--- config.mk ---
export PLATFORM = sky130hd
export DESIGN_NAME = sram_weight_rmw_ctrl
export DESIGN_NICKNAME = d
export VERILOG_FILES = /design/src/rtl/sram_weight_rmw_ctrl.sv
export SDC_FILE = /design/constraint.sdc
export NUM_CORES = 1
export LEC_CHECK = 0
export CAP_MARGIN = 5
export CORE_ASPECT_RATIO = 2
export CORE_MARGIN = 4
export CORE_UTILIZATION = 49
export DETAILED_ROUTE_END_ITERATION = 16
export PLACE_DENSITY = 0.84
export SYNTH_ARGS = -nofsm -noshare
export SYNTH_HDL_FRONTEND = slang
export SYNTH_SLANG_ARGS = --single-unit
export TNS_END_PERCENT = 20
--- constraint.sdc ---
create_clock -name CK -period 2.6 [get_ports CK]
set_input_delay 0.52 -clock CK [delete_from_list [all_inputs] [get_ports CK]]
set_output_delay 0.52 -clock CK [all_outputs]
set_load 0.005 [all_outputs]
--- src/rtl/sram_weight_rmw_ctrl.sv ---
// sram_weight_rmw_ctrl: read / saturating read-modify-write controller for the synaptic weight SRAM bank
// Ports: CK, RST_N (async active-low); req_* request channel (op 0=read, 1=update, per-lane signed deltas);
// rsp_* response channel (data, saturation flag, address error); busy; SRAM_CS/WE/A/D drive the bank, SRAM_Q is its read data.
module sram_weight_rmw_ctrl #(
    parameter int DATA_WIDTH  = 32,
    parameter int W_WIDTH     = 8,
    parameter int TOTAL_DEPTH = 12544,
    localparam int AW         = $clog2(TOTAL_DEPTH)
) (
    input  logic                  CK,
    input  logic                  RST_N,
    input  logic                  req_valid,
    output logic                  req_ready,
    input  logic                  req_op,
    input  logic [AW-1:0]         req_addr,
    input  logic [DATA_WIDTH-1:0] req_delta,
    output logic                  rsp_valid,
    input  logic                  rsp_ready,
    output logic [DATA_WIDTH-1:0] rsp_data,
    output logic                  rsp_sat,
    output logic                  rsp_err,
    output logic                  busy,
    output logic                  SRAM_CS,
    output logic                  SRAM_WE,
    output logic [AW-1:0]         SRAM_A,
    output logic [DATA_WIDTH-1:0] SRAM_D,
    input  logic [DATA_WIDTH-1:0] SRAM_Q
);
    localparam int LANES = DATA_WIDTH / W_WIDTH;
    typedef enum logic [2:0] {IDLE, RD, CAP, WR, RSP} state_t;
    state_t state, state_n;
    logic                  op_q;
    logic [AW-1:0]         addr_q;
    logic [DATA_WIDTH-1:0] delta_q, result_q, sat_word;
    logic [LANES-1:0]      lane_ov;
    logic                  accept, addr_bad;
    assign accept   = req_valid && req_ready;
    assign addr_bad = 32'(req_addr) >= 32'(TOTAL_DEPTH);
    // Each lane sums in W_WIDTH+1 bits; the top two sum bits differing means overflow, and the extra sign bit picks the clamp rail.
    genvar i;
    generate
        for (i = 0; i < LANES; i++) begin : g_lane
            logic [W_WIDTH-1:0] q, d;
            logic [W_WIDTH:0]   sum;
            assign q          = SRAM_Q[i*W_WIDTH +: W_WIDTH];
            assign d          = delta_q[i*W_WIDTH +: W_WIDTH];
            assign sum        = {q[W_WIDTH-1], q} + {d[W_WIDTH-1], d};
            assign lane_ov[i] = sum[W_WIDTH] != sum[W_WIDTH-1];
            assign sat_word[i*W_WIDTH +: W_WIDTH] = lane_ov[i] ? {sum[W_WIDTH], {(W_WIDTH-1){~sum[W_WIDTH]}}} : sum[W_WIDTH-1:0];
        end
    endgenerate
    always_ff @(posedge CK or negedge RST_N) begin
        if (!RST_N) state <= IDLE;
        else        state <= state_n;
    end
    always_comb begin
        state_n = state;
        case (state)
            IDLE:    state_n = accept ? (addr_bad ? RSP : RD) : IDLE;
            RD:      state_n = CAP;
            CAP:     state_n = op_q ? WR : RSP;
            WR:      state_n = RSP;
            RSP:     state_n = rsp_ready ? IDLE : RSP;
            default: state_n = IDLE;
        endcase
    end
    always_comb begin
        SRAM_CS   = state == RD || state == WR;
        SRAM_WE   = state == WR;
        SRAM_A    = SRAM_CS ? addr_q : '0;
        SRAM_D    = SRAM_WE ? result_q : '0;
        req_ready = RST_N && state == IDLE;
        rsp_valid = state == RSP;
        busy      = state != IDLE;
    end
    always_ff @(posedge CK or negedge RST_N) begin
        if (!RST_N) begin
            op_q     <= 1'b0;
            addr_q   <= '0;
            delta_q  <= '0;
            result_q <= '0;
            rsp_data <= '0;
            rsp_sat  <= 1'b0;
            rsp_err  <= 1'b0;
        end else begin
            if (accept) begin
                op_q     <= req_op;
                addr_q   <= req_addr;
                delta_q  <= req_delta;
                rsp_data <= '0;
                rsp_sat  <= 1'b0;
                rsp_err  <= addr_bad;
            end
            if (state == CAP && op_q) begin
                result_q <= sat_word;
                rsp_sat  <= |lane_ov;
            end
            if (state == CAP && !op_q) rsp_data <= SRAM_Q;
            if (state == WR) rsp_data <= result_q;
        end
    end
endmodule
==> impl_results.md, run 1 <==
* Reg2reg start: delta_q[16]$_DFFE_PN0P_
* Post-Syn Area at between 6000 and 7000 um2
* Yosys top cell by area: dfrtp_1
* Routability Congestion at slightly above 0.9
* Multi-input logic area at between 3000 and 4000 um2
* Worst slew pin tran at between 700 and 800 ps
* Netlist cell types at between 40 and 50
* Switch Pwr at roughly 4.7 mW
* Adder-cell share of the synthesized area at 0.1192
* Comb pwr share at 0.558
* Ant diodes at 0
* Power share of the sequential group at 0.258
* Top cells by area, synth: dfrtp_1 (45%), mux2_2 (9.2%), ha_1 (6.3%)
* Hold Crit Class: input pin to async pin
* Leakage at 4.326 nW
* Synth Area in XOR/XNOR at 0.03687
* CTS tree: built
* Synth Area in Compound Gates at 0.1496
* Final period utilization at 0.9921
* Filler Cells Inserted at just under 800
* Power, Total at between 10 and 15 mW
* Die Area at 15,020 um2
* Worst setup SP type: input pin
* EDFF count, synth at 0
* Wirelength per Cell at approximately 20 um
* RSZ-0062 raised after global routing: true
* Int Pwr at between 7 and 8 mW
* Depth of the worst register-to-register path at 9
* Commonest cells in the netlist: dfrtp_1 (116), mux2_2 (52), nand2_1 (51), o21ai_0 (45), and3_1 (33)
* Detail Placement HPWL at around 14,000 um
* Most Used Layer, Global Route: met2
* Fin crit period at roughly 2600 ps
* Synth top area share at 0.4550
* Met2 GRT Util at 0.5039
* Crit-path max FO at 5
* Gr ovfl total at 0
* Asr flop ratio synth at 1.000
* Area growth from synthesis to layout at 49.30%
* Setup-failing EPs final at 0
* Main synth FF type: dfrtp_1
* Initial antenna violation count at 0
* Simple-gate area share of the yosys netlist at 0.1122
* Initial core utilization at 0.5024
* Fin nets at between 900 and 1,000
* Vias per cell at 5.795
* Initial DRC count at a little over 300
* Core area at 12,700 um2
* Main combinational cell family by area after synthesis: compound AO/OA/AOI/OAI gates
* CP Class: input pin to flip-flop
* Pwr dens at 1314 nW/um2
* Layout cells sized above 1 at 0.2485
* Clk pwr share at 0.183
* H-tree levels at 4
* Clk slew on worst S/H paths at ~60 ps
* Met3 Resource Use GR at 0.06511
* Syn avg cell area at 10.92 um2
* Vias in the first global route at ~6,400
* Max_cap viols at 0
* Post-DP Area at between 8000 and 9000 um2
* Max Slew Vio Count at 0
* Total iterations of the first detailed-routing run at 5
* Number of buffers added on ports at about 170
* Multiplexer share of the synthesized area at 0.09178
* Die Ht at 169.4 um
* Flops & latches, synth at around 120
* Synth Net Count at between 700 and 800
* Most frequent cell after synthesis: dfrtp_1
* Sw Ratio at 0.3735
* Finished Cell Area at 9525 um2
* Drt total wl at between 15,000 and 20,000 um
* Fmax at ~390 MHz
* WP data arrival at 2890 ps
* Die X at 88.69 um
* Clock Latency Late Sink at 410 ps
* Total GRT Usage at 0.2682
* Largest net degree at the start of global routing at 60
* Row Count at 58
* Post-Route Setup TNS at 0 ps
* Met1 Usage GRT at 0.2615
* Reg-to-reg critical path endpoint: result_q[17]$_DFFE_PN0P_
* Number of routed nets with antenna violations at 0
* First-pass GRT wire length at between 30,000 and 40,000 um
* Hold Worst Slack at around 270 ps
* Seq/Total Area, Yosys at 0.4550
* Setup crit end kind: flip-flop
* Via count at between 5,000 and 6,000
* Status: completed
* Synthesis Warnings at 0
* Clock sink total at 116
* # IOs at 168
* TritonCTS Buffers at 17
* Clk buf depth at 2
* # hold bufs at CTS at 0
* Synth Instances at between 500 and 600
* Slew Limit Headroom at 0.4932
* R2R setup slack at 90 ps
* Hold Vio Cnt, Final at 0
* Flip-flop and latch area at slightly below 3000 um2
* Worst Skew at between 8 and 9 ps
* Worst vdd ir at about 0.86 mV
* Setup crit start: SRAM_Q[18]
* Root buffer cell: clkbuf_16
* Detailed-route DRC error count at 0
* Worst path required time at 2910 ps
## flip-flops by register name (all words and copies together) (netlist names)
register	flops
rsp_err	1
state	3
addr_q	14
op_q	1
delta_q	32
rsp_data	32
result_q	32
rsp_sat	1
## critical path, stage by stage
cell and delay, ps:
clkdlybuf4s50_1 490, ha_2 310, o21ai_2 180, nor3_2 80
a2111oi_4 460, xor2_4 140, buf_4 180, maj3_1 320
o21ai_0 200
## through the flow
| stage | utilization | instances | setup slack, ps |
|---|---|---|---|
| 5_1_grt | 0.7500 | 983 | -58.81 |
| 2_1_floorplan | - | 584 | 185.6 |
| 6_report | 0.7500 | 983 | 20.53 |
| 3_5_place_dp | 0.6866 | 948 | -605.4 |
| 4_1_cts | 0.7338 | 980 | -54.36 |
| 3_3_place_gp | 0.6866 | 948 | -370.1 |
## repair_timing
| item | in CTS | in global routing |
|---|---|---|
| pin swaps | 6 | 19 |
| gates resized for setup | 7 | 62 |
| setup buffers | 0 | 3 |
| endpoints found under the setup margin | 31 | 77 |
## final cells by class
class | instances | share of cell area
Timing Repair Buffer | 245 | 0.2409
Clock inverter | 15 | 0.01668
Inverter | 32 | 0.01261
Tap cell | 150 | 0.01970
Clock buffer | 17 | 0.04466
Multi-Input combinational cell | 408 | 0.3606
Sequential cell | 116 | 0.3049
## power by group through the flow
stage | sequential, mW | combinational (mW) | clock, mW
after detailed placement | 3.22 | 6.43 | 0
final | 3.23 | 6.99 | 2.29
after floorplan | 3.09 | 3.83 | 0
after global routing | 3.32 | 7.57 | 2.42
after CTS | 3.21 | 6.56 | 2.33
after global placement | 3.16 | 6.15 | 0
## worst max-delay path by stage
stage | to | slack, ps | cells after the start
floorplan | rsp_sat$_DFFE_PN0P_ | 190 | 11
global placement | result_q[22]$_DFFE_PN0P_ | -370 | 11
detailed placement | result_q[6]$_DFFE_PN0P_ | -610 | 11
CTS | result_q[6]$_DFFE_PN0P_ | -50 | 11
global route | rsp_sat$_DFFE_PN0P_ | -60 | 10
finish | result_q[17]$_DFFE_PN0P_ | 20 | 9
## layout by cell type, fill, tap and decap left out, types with 23 or more instances in the layout
master / Yosys / final
nand2_1: 51 / 49
buf_4: 0 / 76
o21ai_0: 45 / 23
a221o_1: 32 / 32
ha_1: 32 / 25
and3_1: 33 / 30
mux2_2: 52 / 52
maj3_1: 28 / 26
clkdlybuf4s50_1: 0 / 161
dfrtp_1: 116 / 115
inv_1: 32 / 32
## cell families (layout without fill, tap and decap cells)
family,after synthesis,count (layout)
AND/OR/NAND/NOR,141,141
AO/OA/AOI/OAI,128,128
flip-flops,116,116
adder cells (fa/ha/maj),64,64
buffers and inverters,60,309
multiplexers,52,52
XOR/XNOR,23,23
## routing by layer
| metal | wire, um | vias to the layer above |
|---|---|---|
| met5 | 0 | - |
| met4 | 704 | 0 |
| met3 | 994 | 54 |
| met2 | 11350 | 229 |
| met1 | 6729 | 2827 |
| li1 | - | 2586 |
Power figures use the tool's default switching activity.
==> inputs of run 2 (changes only) <==
Settings changed: CORE_UTILIZATION 49 to 40, PLACE_DENSITY 0.84 to 0.72, SKIP_CTS_REPAIR_TIMING set to 1.
==> run 2 against run 1 <==
First-iteration DRC count fell by 33%. Largest power group unchanged. Critical path type is now flip-flop to output port. Final cell count grew 5.2%. Sequential share of layout area shrank 0.088 points. Highest routed layer unchanged. Worst setup slack gained 55 ps. Via count shrank 2.9%.
==> impl_results.md, run 2 (synthesis gave the netlist of run 1 again) <==
* Status: completed
* Worst Skew at between 10 and 15 ps
* Die X at 97.30 um
* Fin crit period at roughly 2500 ps
* RSZ-0062 raised after global routing: true
* Depth of the worst register-to-register path at 10
* Post-Route Setup TNS at 0 ps
* Crit-path max FO at 15
* Initial core utilization at 0.4065
* R2R setup slack at around 260 ps
* Number of routed nets with antenna violations at 0
* Util after Layout at 0.6086
* Vias per cell at roughly 5.4
* Reg2reg start: delta_q[0]$_DFFE_PN0P_
* Hold Vio Cnt, Final at 0
* Vias in the first global route at between 6,000 and 7,000
* Root buffer cell: clkbuf_16
* Gr ovfl total at 0
* Area growth from synthesis to layout at 49.74%
* Setup crit end kind: output port
* Worst path required time at between 2000 and 2500 ps
* Clock sink total at between 100 and 150
* Hold Worst Slack at 339.6 ps
* Drt total wl at 18,740 um
* Clk slew on worst S/H paths at roughly 50 ps
* Detail Placement HPWL at roughly 14,000 um
* Slew Limit Headroom at 0.5109
* Die Area at between 15,000 and 20,000 um2
* # IOs at about 170
* Slowest cell on the critical path: clkdlybuf4s50_1
* Wirelength per Cell at 18.12 um
* First-pass GRT wire length at roughly 31,000 um
* Reg-to-reg critical path endpoint: result_q[3]$_DFFE_PN0P_
* TritonCTS Buffers at 17
* Most frequent cells in the layout: clkdlybuf4s50_1 (165), dfrtp_1 (115), buf_4 (76)
* Hold Crit Class: input pin to async pin
* Max_cap viols at 0
* Routability Congestion at about 0.91
* Crit-path cells: nor2b_4 -> buf_4 -> and3_2 -> clkdlybuf4s50_1
* Clk buf depth at 2
* Initial DRC count at slightly above 200
* Fin nets at ~940
* Via count at 5,533
* Ant diodes at 0
* CTS tree: built
* Max Slew Vio Count at 0
* Worst slew pin tran at roughly 730 ps
* Worst vdd ir at 0.6173 mV
* Setup-failing EPs final at 0
* Pwr dens at ~1300 nW/um2
* Final period utilization at 0.9708
* Initial antenna violation count at 0
* Number of buffers added on ports at ~170
* Clock Latency Late Sink at slightly above 400 ps
* Leakage at around 4.3 nW
* Biggest regs: delta_q: 32 flops, result_q: 32 flops, rsp_data: 32 flops
* WP data arrival at ~2000 ps
* Layout cells sized above 1 at 0.2401
* Row Count at 65
* Total iterations of the first detailed-routing run at 4
* Die Ht at about 190 um
* Worst Path Buf+Inv at 2
* Max incr delay on CP at roughly 520 ps
* Core area at ~16,000 um2
* Fmax at 396.2 MHz
* CP Class: flip-flop to output port
* Filler Cells Inserted at ~1,300
* Worst setup SP type: flip-flop
* Detailed-route DRC error count at 0
* Commonest non-fill, non-tap cell in the layout: clkdlybuf4s50_1
* Total GRT Usage at 0.2087
* Largest net degree at the start of global routing at 58
* H-tree levels at 4
* Cell family with most CP delay: buffers and inverters
## run 2: cell types whose count changed in the layout (fill, tap and decap cells not counted), sizes merged
cell / change
clkdlybuf4s50: +4
clkinvlp: -4
dlymetal6s2s: -4
clkbuf: +3
bufinv: +2
inv: -2
buf: -1
clkinv: +1
dlygate4sd3: +1
## run 2: layout make-up
type                            instances  area [um2]  area share
Sequential cell                       116        2904      0.3040
Multi-Input combinational cell        408        3366      0.3523
Inverter                               32       120.1     0.01257
Clock buffer                           20       446.7     0.04676
Timing Repair Buffer                  245        2285      0.2392
Tap cell                              201       251.5     0.02633
Clock inverter                         12       180.2     0.01886
## run 2: per-layer routing
metal  routed length [um]  track usage  share of wire
met5                    0            0              0
met4                  889       0.1157          0.047
met3                  777      0.03517          0.041
met2                10640       0.4023           0.57
met1                 6432       0.2056           0.34
## run 2: worst max path at each step
stage	from	end	slack (ps)	cells past startpoint
floorplan	SRAM_Q[0]	rsp_sat$_DFFE_PN0P_	190	11
global placement	SRAM_Q[0]	rsp_sat$_DFFE_PN0P_	-420	11
detailed placement	SRAM_Q[0]	rsp_sat$_DFFE_PN0P_	-510	11
CTS	state[0]$_DFF_PN0_	SRAM_D[13]	-150	4
global route	SRAM_Q[1]	rsp_sat$_DFFE_PN0P_	-50	11
finish	state[0]$_DFF_PN0_	SRAM_D[15]	80	4
## run 2: worst reg2reg max path: stages, from the launching register on
cell	delay, ps
dfrtp_1	350
ha_2	180
inv_1	50
fa_2	330
nor2b_1	110
o21a_1	190
o21ai_1	80
a41o_2	330
buf_4	150
maj3_1	330
o21ai_0	150
## run 2: power by group
| part | switching (mW) | internal, mW |
|---|---|---|
| Combinational | 3.04 | 3.63 |
| Sequential | 0.502 | 2.70 |
| Clock | 0.843 | 1.63 |
| Total | 4.39 | 7.96 |
## run 2: per-stage QoR
step	setup WS, ps	area (um2)	std cells	power, mW
floorplan	185.6	6380	584	6.919
global placement	-417.8	8773	997	9.351
detailed placement	-512.4	8773	997	9.548
CTS	-149.8	9400	1029	12.14
global route	-47.04	9553	1034	13.25
finish	75.95	9553	1034	12.35
==> inputs of run 3 (changes only) <==
==> constraint.sdc (replaced) <==
create_clock -name CK -period 2.6 [get_ports CK]
set_input_delay 0.65 -clock CK [delete_from_list [all_inputs] [get_ports CK]]
set_output_delay 0.65 -clock CK [all_outputs]
set_load 0.005 [all_outputs]
==> run 3 against run 2 <==
The flow now finishes with violations (negative setup slack). Power up 1.1%. Cell area up 2.1%. Maximum frequency down 5.1%. Critical path type unchanged. Register-to-register slack worse by 40 ps. Die area unchanged. Final cell count unchanged. Routed wire length up 5.7%.
==> impl_results.md, run 3 (synthesis gave the netlist of run 1 again) <==
* CTS tree: built
* Cell family with most CP delay: buffers and inverters
* Number of routed nets with antenna violations at 0
* Clk buf depth at 2
* Fmax at roughly 380 MHz
* Detailed-route DRC error count at 0
* Place WS at -719.8 ps
* Initial DRC count at around 220
* Total iterations of the first detailed-routing run at 4
* Vias per cell at ~5.4
* Commonest non-fill, non-tap cell in the layout: clkdlybuf4s50_1
* Ant diodes at 0
* Setup crit end kind: output port
* Routability Congestion at 0.8939
* RSZ-0062 raised after global routing: true
* Root buffer cell: clkbuf_16
* Core area at between 15,000 and 20,000 um2
* Worst setup SP type: flip-flop
* Worst Path Buf+Inv at 2
* Crit-path max FO at 16
* Layout cells sized above 1 at 0.2593
* H-tree levels at 4
* Gr ovfl total at 0
* Largest net degree at the start of global routing at 64
* Detail Placement HPWL at 14,190 um
* Biggest regs: delta_q: 32 flops, result_q: 32 flops, rsp_data: 32 flops
* Via count at roughly 5,600
* Max_cap viols at 0
* Leakage at ~4.5 nW
* Die X at 97.30 um
* Drt total wl at 19,810 um
* Max Slew Vio Count at 0
* Worst vdd ir at 0.7712 mV
* CP Class: flip-flop to output port
* Die Area at approximately 18,000 um2
* Hold Vio Cnt, Final at 0
* Slew Limit Headroom at 0.4255
* Post-Place Cells at around 1,000
* Die Ht at 186.6 um
* Area growth from synthesis to layout at 52.93%
* Util after Layout at 0.6216
* Setup-failing EPs final at 18
* Crit-path cells: nor2b_4 -> buf_6 -> and3_1 -> clkdlybuf4s50_1
* Power, Total at between 10 and 15 mW
* Status: finished with violations
* Final period utilization at 1.023
* First-pass GRT wire length at 30,620 um
* Number of buffers added on ports at approximately 170
* Fin nets at 941
* Slowest cell on the critical path: clkdlybuf4s50_1
* Clock Latency Late Sink at just over 400 ps
* Wirelength per Cell at 19.16 um
* Final cell count without fillers at between 1,000 and 1,500
* Vias in the first global route at just over 6,000
* Fin crit period at between 2000 and 3000 ps
* Initial antenna violation count at 0
* Hold Crit Class: input pin to async pin
* Worst slew pin tran at approximately 860 ps
* WP data arrival at 2010 ps
* Pwr dens at 1280 nW/um2
* TritonCTS Buffers at 17
* Initial core utilization at 0.4065
* Clock sink total at between 100 and 150
* # IOs at roughly 170
* Failing checks: negative setup slack
* Filler Cells Inserted at 1,239
* Max incr delay on CP at about 550 ps
* Row Count at between 60 and 70
* Worst path required time at approximately 2000 ps
* Worst Skew at 8.259 ps
* Post-DP Area at just under 9000 um2
* Clk slew on worst S/H paths at 50 ps
* Total GRT Usage at 0.2108
* Finished Cell Area at 9757 um2
* Setup WS post-layout at -60.65 ps
* Most frequent cells in the layout: clkdlybuf4s50_1 (145), dfrtp_1 (115), buf_4 (74)
-- run 3: cell types whose count changed in the layout (fill, tap and decap cells not counted), moves of 3 or more --
| cell | delta |
|---|---|
| clkdlybuf4s50_1 | -20 |
| buf_6 | +3 |
| ha_4 | +10 |
| o21ai_0 | -4 |
| clkinv_4 | -4 |
| bufinv_16 | -4 |
| nor3_1 | -3 |
| nor3_2 | +3 |
| clkbuf_1 | +3 |
| ha_1 | -11 |
| o21ai_2 | +5 |
| dlymetal6s2s_1 | +20 |
-- run 3: through the flow --
stage | hold slack, ps | setup TNS, ps
global route | 457.9 | -2531
floorplan | 354.4 | 0
finish | 400.4 | -386.0
global placement | 455.8 | -14490
CTS | 425.6 | -7682
detailed placement | 465.9 | -17310
-- run 3: cell type report --
type	instances	area, um2	area share
inverters	32	120.1	0.01231
flip-flops and latches	116	2904	0.2976
repair buffers	245	2344	0.2402
clock inverters	5	27.53	0.002821
clock buffers	25	485.5	0.04976
multi-input cells	410	3625	0.3715
well taps	201	251.5	0.02578
-- run 3: routing by layer --
metal	up-vias	track usage	wire [um]
li1	2592	-	-
met1	2789	0.2063	6812
met2	170	0.4151	11540
met3	57	0.03330	608
met4	0	0.1056	855
met5	-	0	0
-- run 3: path summary, 6_finish.rpt --
check,depth (start not counted),startpoint,slack [ps],endpoint
max,4,state[0]$_DFF_PN0_,-60,SRAM_D[10]
min,2,RST_N,400,result_q[30]$_DFFE_PN0P_
max reg2reg,10,delta_q[0]$_DFFE_PN0P_,220,result_q[6]$_DFFE_PN0P_
min reg2reg,2,result_q[9]$_DFFE_PN0P_,480,result_q[9]$_DFFE_PN0P_
max in group asynchronous,3,RST_N,880,result_q[6]$_DFFE_PN0P_
min in group CK,2,result_q[9]$_DFFE_PN0P_,480,result_q[9]$_DFFE_PN0P_
-- run 3: where the power goes --
group / internal [mW] / switching [mW] / leakage, nW
combinational: 3.90 / 3.25 / 2.86
sequential: 2.70 / 0.559 / 1.43
clock: 1.27 / 0.797 / 0.253
-- run 3: worst register-to-register path: stages (launching register included) --
cell,delay (ps)
dfrtp_1,380
ha_2,190
inv_1,80
fa_2,210
nor2b_1,50
o21a_1,230
o21ai_2,220
nor4b_4,330
a2111oi_4,90
maj3_1,360
o21ai_0,160
